### src/rtl/estagio_resultado_mult.sv
// Result stage after the 8-bit multiplier: DEPTH-entry buffer, status flags and overflow statistics.
// Optional RESULT_SAT_EN: entries pushed with ov=1 are stored saturated to all ones.
module estagio_resultado_mult #(
    parameter int unsigned WIDTH = 8,
    parameter int unsigned DEPTH = 2
) (
    input  logic             clk,
    input  logic             rst_n,
    input  logic [WIDTH-1:0] p,
    input  logic             ov,
    input  logic             in_valid,
    output logic             in_ready,
    output logic [WIDTH-1:0] res,
    output logic             flag_z,
    output logic             flag_n,
    output logic             flag_ov,
    output logic             out_valid,
    input  logic             out_ready,
    input  logic             clr_sticky,
    output logic             ov_sticky,
    output logic [7:0]       ov_cnt
);

    localparam int unsigned PTR_W = $clog2(DEPTH);
    localparam int unsigned CNT_W = $clog2(DEPTH + 1);

    typedef enum logic [1:0] {EMPTY, PARTIAL, FULL} occ_t;

    occ_t             state, state_nxt;
    logic [CNT_W-1:0] cnt, cnt_nxt;
    logic [PTR_W-1:0] wr_ptr, rd_ptr;
    logic [WIDTH-1:0] mem_data [DEPTH];
    logic             mem_ov   [DEPTH];
    logic [WIDTH-1:0] din;
    logic             push, pop;

    assign in_ready  = (state != FULL);
    assign out_valid = (state != EMPTY);
    assign push      = in_valid & in_ready;
    assign pop       = out_valid & out_ready;

`ifdef RESULT_SAT_EN
    assign din = ov ? {WIDTH{1'b1}} : p;
`else
    assign din = p;
`endif

    // Occupancy state and pointers
    always_ff @(posedge clk or negedge rst_n) begin
        if (!rst_n) begin
            state  <= EMPTY;
            cnt    <= '0;
            wr_ptr <= '0;
            rd_ptr <= '0;
        end else begin
            state <= state_nxt;
            cnt   <= cnt_nxt;
            if (push) wr_ptr <= PTR_W'(wr_ptr + PTR_W'(1));
            if (pop)  rd_ptr <= PTR_W'(rd_ptr + PTR_W'(1));
        end
    end

    always_comb begin
        state_nxt = state;
        cnt_nxt   = cnt;
        case (state)
            EMPTY: begin
                if (push) begin
                    cnt_nxt   = CNT_W'(1);
                    state_nxt = PARTIAL;
                end
            end
            PARTIAL: begin
                if (push && !pop) begin
                    cnt_nxt = CNT_W'(cnt + CNT_W'(1));
                    if (cnt == CNT_W'(DEPTH - 1)) state_nxt = FULL;
                end else if (pop && !push) begin
                    cnt_nxt = CNT_W'(cnt - CNT_W'(1));
                    if (cnt == CNT_W'(1)) state_nxt = EMPTY;
                end
            end
            FULL: begin
                if (pop) begin
                    cnt_nxt   = CNT_W'(cnt - CNT_W'(1));
                    state_nxt = PARTIAL;
                end
            end
            default: begin
                state_nxt = EMPTY;
                cnt_nxt   = '0;
            end
        endcase
    end

    // Entry storage; contents are masked while empty, so no reset needed
    always_ff @(posedge clk) begin
        if (push) begin
            mem_data[wr_ptr] <= din;
            mem_ov[wr_ptr]   <= ov;
        end
    end

    assign res     = out_valid ? mem_data[rd_ptr] : '0;
    assign flag_z  = (res == '0);
    assign flag_n  = res[WIDTH-1];
    assign flag_ov = out_valid & mem_ov[rd_ptr];

    // Overflow statistics; an ov push in the same cycle as a clear wins
    always_ff @(posedge clk or negedge rst_n) begin
        if (!rst_n) begin
            ov_sticky <= 1'b0;
            ov_cnt    <= 8'd0;
        end else begin
            if (push && ov)      ov_sticky <= 1'b1;
            else if (clr_sticky) ov_sticky <= 1'b0;

            if (clr_sticky)                          ov_cnt <= (push && ov) ? 8'd1 : 8'd0;
            else if (push && ov && ov_cnt != 8'hFF)  ov_cnt <= 8'(ov_cnt + 8'd1);
        end
    end

endmodule

### config.mk
export PLATFORM = sky130hd
export DESIGN_NAME = estagio_resultado_mult
export DESIGN_NICKNAME = d
export VERILOG_FILES = /design/src/rtl/estagio_resultado_mult.sv
export SDC_FILE = /design/constraint.sdc
export NUM_CORES = 1
export LEC_CHECK = 0
export CAP_MARGIN = 15
export CORE_ASPECT_RATIO = 1.1
export CORE_MARGIN = 2
export CORE_UTILIZATION = 49
export DETAILED_ROUTE_END_ITERATION = 10
export PLACE_DENSITY = 0.83
export SYNTH_ARGS = -nofsm -noshare
export SYNTH_HDL_FRONTEND = slang
export SYNTH_SLANG_ARGS = --single-unit
### constraint.sdc
create_clock -name clk -period 2.3 [get_ports clk]
set_clock_uncertainty 0.2 [all_clocks]
set_input_delay 0.345 -clock clk [delete_from_list [all_inputs] [get_ports clk]]
set_output_delay 0.345 -clock clk [all_outputs]
set_load 0.01 [all_outputs]
==> impl_metrics.ini <==
[status]
status = finished, final reports clean

[pwr]
comb_power_share_pct = 42.0
leakagePower_uw = 0.000898
switchingPower_uw = 702
swShare_pct = 34.9
p_total_uw = 2010
peakVddDrop_mv = 0.620
seqPwrFrac_pct = 42.6
clkPwrFrac_pct = 15.4
intPower_uw = 1310
pwr_density_cell_nw_per_um2 = 974

[floorplanning]
initial_utilization_pct = 51.8
die_area_um2 = 3720
fp.dieH_um = 63.8
die-width_um = 58.4
io_pins = 36
rows = 21
core-area_um2 = 3070

[setup_path]
cp_slowest_cell = clkdlybuf4s50_1
crit_arrival_ns = 1.69
slowest_delay_ns = 0.53
critical_path.startpoint_type = flip-flop
crit_family = buffers and inverters
cp-end-kind = output pin
worst-path-max-fanout = 6
r2r_slack_ns = 0.28
worst-path-buf-inv = 2
critical_path_class = flip-flop to output pin
path_cells = buf_4 -> mux2i_1 -> nor2_1 -> clkdlybuf4s50_1
cp_data_required_time_ns = 1.75

[global_route]
overflow = 0
grt_pass1_vias = 1311
gr-usage-met1_pct = 21.2
met2_usage_pct = 35.7
grt_first_pass_wirelength_mm = 5.58
grt_use_met3_pct = 6.07
busiest_layer = met2
track_usage_pct = 20.3
antenna_found_initial = 0
grt_max_degree = 16

[synthesis]
synth_area_um2 = 1590
yosys.area.top_type = edfxtp_1
ys.flop_type = edfxtp_1
yosysTopAreaCellShare_pct = 33.9
async_flop_share_pct = 45.5
ys_ff_latch = 33
yosysWarnings = 0
synth_cells = 143
synth.avg_cell_area_um2 = 11.1
ys_top_cells_by_area = edfxtp_1, dfrtp_1, mux2i_1
syn_nets = 160
ys_types = 37
synth_edf_count = 18
seq_area_frac_synth_pct = 57.5

[drt]
antenna_left = 0
firstDrtPassIters = 4
vias = 1265
wire_per_inst_um = 14.9
totalWireLength_mm = 3.27
drcViolationCount = 0
drtIter0Drc = 48
drt-vias-per-instance = 5.75

[sta]
worstMarginPinSlew_ns = 0.679
drv_slew = 0
grt_setup_unrepaired = false
fin_tns_setup_ns = 0
slew_headroom_pct = 54.6
fin_crit_sh_pct = 97.3
max_clock_freq_mhz = 447
finalCriticalPeriod_ns = 2.24
hold_viol_final = 0
whs_ns = 0.204
setup_viol = 0

[placed_design]
dp.cells = 211
gp_congestion = 0.812
dp_hpwl_mm = 2.55
port_buffers = 35

[cts]
cts_buffers = 5
cts.sink_count = 33
clockBufferDepth = 2
clk_latency_ns = 0.34
h-tree-depth = 2
tritoncts = done
path_clk_slew_ns = 0.11
cts_root_buf = clkbuf_4

[layout]
layout_commonest_cell = clkdlybuf4s50_1
syn2layout_area_growth_pct = 29.9
nNetsFinal = 202
layout_common_cells = clkdlybuf4s50_1, edfxtp_1, nor2_1
fin_cells = 220
n_antenna_cell = 0
drive_gt1_share_pct = 10.8

[run]
drv_cap = 0

[min_path]
min_path_type = input pin to asynchronous set/reset pin
-- cells by family after synthesis --
| logic type | after synthesis | synth area share, % |
|---|---|---|
| AND/OR/NAND/NOR | 57 | 18.5 |
| flip-flops | 33 | 57.5 |
| AO/OA/AOI/OAI | 26 | 10.7 |
| buffers and inverters | 12 | 3.53 |
| multiplexers | 10 | 6.28 |
| adder cells (fa/ha/maj) | 3 | 2.36 |
| XOR/XNOR | 2 | 1.10 |
-- cell type report --
class / instances / area (um2)
well taps: 34 / 42.5
flip-flops and latches: 33 / 920
repair buffers: 41 / 402
clock buffers: 5 / 37.5
clock inverters: 3 / 17.5
fillers: 238 / 1010
multi-input cells: 98 / 627
inverters: 6 / 22.5
-- stage by stage --
| step | util (%) | worst slack (ns) | cell area, um2 |
|---|---|---|---|
| 2_1_floorplan | - | 0.195 | 1590 |
| 3_3_place_gp | 64.7 | 0.166 | 1990 |
| 3_5_place_dp | 64.7 | 0.0681 | 1990 |
| 4_1_cts | 66.4 | 0.00199 | 2040 |
| 5_1_grt | 67.3 | 0.0152 | 2070 |
| 6_report | 67.3 | 0.0625 | 2070 |
-- cells in the mapped netlist (all sizes together), types with 5 or more instances --
master / instances
nor2: 16
a21oi: 6
o21ai: 7
inv: 6
edfxtp: 18
and2: 5
nor3: 5
dfrtp: 15
mux2i: 10
nand2: 9
buf: 5
nand3: 5
-- worst register-to-register path, delay by kind of cell (launching register included) --
kind | cells | cell delay, ns
adder cells (fa/ha/maj) | 1 | 0.29
AO/OA/AOI/OAI | 1 | 0.15
flip-flops | 1 | 0.43
AND/OR/NAND/NOR | 3 | 0.90
-- metal layers --
metal,wire length (um),vias up
met5,0,-
met4,82,0
met3,192,8
met2,1720,39
met1,1280,609
li1,-,609
-- state kept, by name (all words and copies together), names as in the netlist --
signal / flops
cnt: 2
mem_data: 16
mem_ov: 2
rd_ptr: 1
ov_sticky: 1
ov_cnt: 8
state: 2
wr_ptr: 1
-- final timing paths --
path                            from  cells after the start   endpoint
min in group clk           ov_sticky                      1  ov_sticky
min                            rst_n                      1  ov_cnt[6]
max                           rd_ptr                      4     res[4]
min reg2reg                ov_sticky                      1  ov_sticky
max in group asynchronous      rst_n                      1   state[1]
max reg2reg                ov_cnt[0]                      5  ov_cnt[3]
-- power groups by stage --
stage,registers [uW],logic [uW],clock network (uW)
after floorplan,833,512,0
after global placement,858,853,0
after detailed placement,867,881,0
after CTS,855,852,317
after global routing,875,937,342
final,858,847,310
-- repair_timing --
item	4_1_cts	5_1_grt
hold buffers	0	0
gates resized for setup	7	8
endpoints found under the hold margin	0	0
buffers inserted	0	1
setup endpoints to repair	8	7
(Power assumes the default switching activity.)
